[src/rtl/booth_pkg.sv]
// Shared types, default widths and helpers for the Booth product accumulator.
package booth_pkg;

    typedef enum logic [1:0] {
        IDLE = 2'd0,
        ACC  = 2'd1,
        HOLD = 2'd2
    } state_t;

    localparam int PW_DEF     = 8;
    localparam int AW_DEF     = 16;
    localparam int MAXLEN_DEF = 16;

    // Helpers work on a fixed wide vector; callers cast down to their width.
    localparam int XW = 64;

    function automatic logic [XW-1:0] sext(input logic [XW-1:0] v, input int w);
        logic [XW-1:0] r;
        r = v;
        for (int i = 0; i < XW; i++) begin
            if (i >= w) r[i] = v[w-1];
        end
        return r;
    endfunction

    function automatic logic [XW-1:0] sat_pos(input int aw);
        return (XW'(1) << (aw - 1)) - XW'(1);
    endfunction

    function automatic logic [XW-1:0] sat_neg(input int aw);
        return ~sat_pos(aw);
    endfunction

endpackage

[src/rtl/booth_acc_add.sv]
// Combinational accumulate step: acc + sext(prod) with signed overflow detect.
// Clamps to the signed AW-bit range on overflow when ACC_SAT_EN is defined.
module booth_acc_add
    import booth_pkg::*;
#(
    parameter int PW = PW_DEF,
    parameter int AW = AW_DEF
) (
    input  logic [PW-1:0] prod,
    input  logic [AW-1:0] acc,
    output logic [AW-1:0] sum,
    output logic          ovf
);

    logic [AW-1:0] prod_ext;
    logic [AW:0]   full;

    always_comb begin
        prod_ext = AW'(sext(XW'(prod), PW));
        full     = {acc[AW-1], acc} + {prod_ext[AW-1], prod_ext};
        // Top two bits of the AW+1-bit sum disagree exactly on signed overflow.
        ovf      = full[AW] ^ full[AW-1];
`ifdef ACC_SAT_EN
        if (ovf) begin
            sum = full[AW] ? AW'(sat_neg(AW)) : AW'(sat_pos(AW));
        end else begin
            sum = full[AW-1:0];
        end
`else
        sum = full[AW-1:0];
`endif
    end

endmodule

[src/rtl/booth_acc.sv]
// Signed product accumulator with valid/ready in and out; optional saturation
// via the ACC_SAT_EN macro (default build wraps modulo 2^AW).
module booth_acc
    import booth_pkg::*;
#(
    parameter int PW     = PW_DEF,
    parameter int AW     = AW_DEF,
    parameter int MAXLEN = MAXLEN_DEF,
    localparam int CW    = $clog2(MAXLEN + 1)
) (
    input  logic          clk,
    input  logic          rst,
    input  logic          in_valid,
    output logic          in_ready,
    input  logic [PW-1:0] in_prod,
    input  logic          in_last,
    output logic          out_valid,
    input  logic          out_ready,
    output logic [AW-1:0] out_sum,
    output logic [CW-1:0] out_count,
    output logic          out_ovf,
    output state_t        dbg_state
);

    // Handshake: a transfer happens on a rising edge where valid && ready.
    // in_ready and out_valid are decoded from state alone, never from valid.

    localparam logic [CW-1:0] MAX_CNT = CW'(MAXLEN);

    state_t        state;
    logic [AW-1:0] acc;
    logic [CW-1:0] cnt;
    logic          ovf;

    logic [AW-1:0] add_acc;
    logic [AW-1:0] add_sum;
    logic          add_ovf;
    logic [CW-1:0] cnt_next;
    logic          terminal;
    logic          accept;

    // Starting a sum adds to zero, so the first term needs no separate path.
    always_comb begin
        add_acc  = (state == IDLE) ? '0 : acc;
        cnt_next = (state == IDLE) ? CW'(1) : cnt + CW'(1);
        terminal = in_last || (cnt_next == MAX_CNT);
        accept   = in_valid && in_ready;
    end

    booth_acc_add #(
        .PW(PW),
        .AW(AW)
    ) u_add (
        .prod(in_prod),
        .acc (add_acc),
        .sum (add_sum),
        .ovf (add_ovf)
    );

    always_ff @(posedge clk or posedge rst) begin
        if (rst) begin
            state <= IDLE;
            acc   <= '0;
            cnt   <= '0;
            ovf   <= 1'b0;
        end else begin
            case (state)
                IDLE, ACC: begin
                    if (accept) begin
                        acc   <= add_sum;
                        cnt   <= cnt_next;
                        ovf   <= ((state == ACC) && ovf) || add_ovf;
                        state <= terminal ? HOLD : ACC;
                    end
                end
                HOLD: begin
                    if (out_ready) state <= IDLE;
                end
                default: state <= IDLE;
            endcase
        end
    end

    assign in_ready  = (state != HOLD);
    assign out_valid = (state == HOLD);
    assign out_sum   = acc;
    assign out_count = cnt;
    assign out_ovf   = ovf;
    assign dbg_state = state;

endmodule

[config.mk]
export PLATFORM = sky130hd
export DESIGN_NAME = booth_acc
export DESIGN_NICKNAME = d
export VERILOG_FILES = /design/src/rtl/booth_pkg.sv /design/src/rtl/booth_acc_add.sv /design/src/rtl/booth_acc.sv
export SDC_FILE = /design/constraint.sdc
export NUM_CORES = 1
export LEC_CHECK = 0
export BUFFER_PORTS_ARGS = -buffer_cell sky130_fd_sc_hd__buf_2
export CORE_ASPECT_RATIO = 0.5
export CORE_MARGIN = 2
export CORE_UTILIZATION = 55
export DETAILED_ROUTE_END_ITERATION = 16
export GPL_TIMING_DRIVEN = 1
export HOLD_SLACK_MARGIN = 0.12
export PLACE_DENSITY = 0.88
export SYNTH_ARGS = -nofsm -noshare
export SYNTH_HDL_FRONTEND = slang
export SYNTH_SLANG_ARGS = --single-unit
[constraint.sdc]
create_clock -name clk -period 2.9 [get_ports clk]
set_input_delay 0.435 -clock clk [delete_from_list [all_inputs] [get_ports clk]]
set_output_delay 0.435 -clock clk [all_outputs]
set_load 0.01 [all_outputs]
==> flow_summary_export.csv <==
group,metric,value,unit
status,outcome,"completed",
route,drt_iter0_markers,80,
synth,synth_compound_area_share,21.0,%
route,first_pass_iters,4,
synth,synth_top_family_by_area,"simple AND/OR/NAND/NOR gates",
placement,gp_congestion,0.840,
final_layout,final_cell_count_no_fill,291,
sta,fin_crit,2.70,ns
sta,rsz0062_at_grt,"false",
synth,synth_warnings,0,
synth,syn_inst,217,
grt,track_usage,24.1,%
final_layout,final_cell_mix,"buf_2, nand2_1, dfrtp_1, nor2b_1",
grt,overflow,0,
clocking,post_cts_buffers,0,
synth,yosys.area_share.simple,22.3,%
floorplan,dieWidth,86.3,um
sta,setup_viol,0,
final_layout,fin_nets,284,
clocking,clk_pin_slew,0.08,ns
placement,io_buffers,38,
clocking,clockRootBuffer,"clkbuf_8",
clocking,max-clock-path-buffers,2,
clocking,clock_latency,0.27,ns
floorplan,initial_core_util,59.7,%
final_layout,utilization,67.4,%
placement,pre_cts_ws,0.193,ns
setup_path,cp-start-kind,"flip-flop",
floorplan,die_area,3890,sq um
grt,grt_max_degree,41,
synth,syn-num-nets,248,
clocking,cts_tree,"yes",
power_and_ir_drop,power.leakage,0.00101,uW
sta,finalCritPeriodShare,93.0,%
setup_path,crit_fanout,6,
synth,synth.cell_area,1860,sq um
sta,fin_setup_tns,0,ns
sta,max_freq,371,MHz
synth,syn_avg_cell_area,8.57,sq um
final_layout,final_common_cell,"buf_2",
synth,synth_top_area_share,32.3,%
clocking,cts_buffers,3,
final_layout,areaGrowthSynthToFinish,12.9,%
synth,synth_seq_cells,24,
synth,synthAdderAreaFrac,12.5,%
clocking,postCtsHoldBufs,0,
route,wire_per_inst,14.5,um
power_and_ir_drop,power_per_cell_area,866,nW/um^2
synth,synth.distinct_cells,43,
route,wl,4220,um
sta,worst_slew_pin_slew,0.956,ns
job,drv_cap,0,
clocking,post_cts.resized_instances,0,
sta,final_hold_viol_count,0,
clocking,cts_sinks,24,
floorplan,coreArea,3120,sq um
synth,synth_area_leaders,"dfrtp_1, ha_1, nand2_1",
setup_path,critPathKind,"flip-flop to flip-flop",
sta,skew,0.00543,ns
sta,slew-limit-headroom,36.2,%
synth,synth_top_area_cell,"dfrtp_1",
route,route.detailed.drc,0,
placement,place.detailed.hpwl,3130,um
hold_path,hold_path_class,"input pin to flip-flop",
setup_path,cp-end-kind,"flip-flop",
grt,antenna_found_initial,0,
hold_path,hold_depth,2,
floorplan,num_rows,14,
floorplan,ios,39,
setup_path,rr_worst_depth,10,
setup_path,cp_data_required_time,3.04,ns
grt,grt_pass1_wl,7290,um
sta,final_max_slew_viol_count,0,
route,via_per_inst,5.80,
route,ant_nets,0,
grt,grt_pass1_vias,1575,
final_layout,diodes,0,
route,via_count,1688,
setup_path,cp.arrival,2.84,ns
synth,yosys.area_share.xor_xnor,6.59,%
floorplan,fp.dieH,45.1,um
placement,post-place-cells,288,
clocking,htree_levels,1,
power_and_ir_drop,ir_drop,0.514,mV
sta,worst_slack,0.202,ns
synth,muxShareOfSynthArea,1.08,%
final_layout,final_layout_size_suffix_gt1_share,19.9,%
synth,seq_area_frac_synth,32.3,%
## kinds of logic (layout without fill, tap and decap cells)
logic type                 Yosys count  in the layout
DFF                                 24             24
AOI/OAI and AO/OA                   63             63
buffers and inverters               14             48
xor gates and xnor gates            14             14
muxes                                2              2
adders and majority gates           18             18
and+or+nand+nor                     82             82
## worst max-delay path, stage by stage, from the launching register on
cell and delay, ns:
dfrtp_1 0.45, nor2_2 0.21, nor2b_1 0.07, ha_1 0.22
fa_1 0.43, a211oi_1 0.33, nor3_2 0.09, or2_4 0.29
a21oi_1 0.18, xor2_1 0.20, o21ai_1 0.07
## where the power goes
part / internal, uW / switching (uW)
combinational: 457 / 580
sequential: 467 / 112
clock: 93.3 / 111
## final timing paths
kind | startpoint | to | slack (ns)
worst max-delay path | dbg_state[1]$_DFFE_PP0P_ | out_ovf$_DFFE_PP0P_ | 0.20
worst max register to register | dbg_state[1]$_DFFE_PP0P_ | out_ovf$_DFFE_PP0P_ | 0.20
worst min register to register | out_sum[3]$_DFFE_PP0P_ | out_sum[3]$_DFFE_PP0P_ | 0.50
max in group asynchronous | rst | out_count[2]$_DFFE_PP0P_ | 1.95
min in group asynchronous | rst | out_sum[6]$_DFFE_PP0P_ | 0.36
worst min-delay path | out_ready | dbg_state[1]$_DFFE_PP0P_ | 0.35
## synthesized netlist by cell type, drive strengths merged
cell type and n:
or2b 1, mux2i 2, xnor2 8, a21oi 15, o31ai 1, o22ai 1
ha 17, a22o 1, or2 1, nand3 8, nand2 32, or4 2
o211ai 3, nand4 3, and3b 1, a21o 3, nor2b 18, a211oi 3
fa 1, clkdlybuf4s15 1, inv 5, buf 1, o311a 1, xor2 6
nor4b 1, and2 1, a31oi 2, nand2b 1, nor3 4, and3 1
clkbuf 7, o21ai 27, a21boi 1, o21bai 1, dfrtp 24, o21a 3
nor2 8, a41o 1
## cell type report
| cell class | instances | area [sq um] |
|---|---|---|
| multi-input combinational | 179 | 1180 |
| fill | 274 | 1020 |
| sequential | 24 | 601 |
| timing repair buffer | 40 | 205 |
| tap | 40 | 50.0 |
| clock buffer | 3 | 41.3 |
| inverter | 5 | 18.8 |
## sequential cells by signal (all words and copies together), names as in the netlist
name       flops
out_count      5
out_sum       16
dbg_state      2
out_ovf        1
## metrics by stage
| stage | power (uW) | instance area (sq um) | hold slack [ns] |
|---|---|---|---|
| finish | 1820 | 2100 | 0.353 |
| global route | 1980 | 2100 | 0.356 |
| CTS | 1820 | 2100 | 0.350 |
| detailed placement | 1610 | 2060 | 0.486 |
| global placement | 1560 | 2060 | 0.474 |
| floorplan | 1320 | 1860 | 0.450 |
## per-layer routing
layer	GRT usage [%]	wire length (um)
met1	31.5	1960
met4	7.81	48
met3	5.30	192
met5	0	0
met2	40.9	2020
Note: power is estimated with default switching activity, not from simulation.
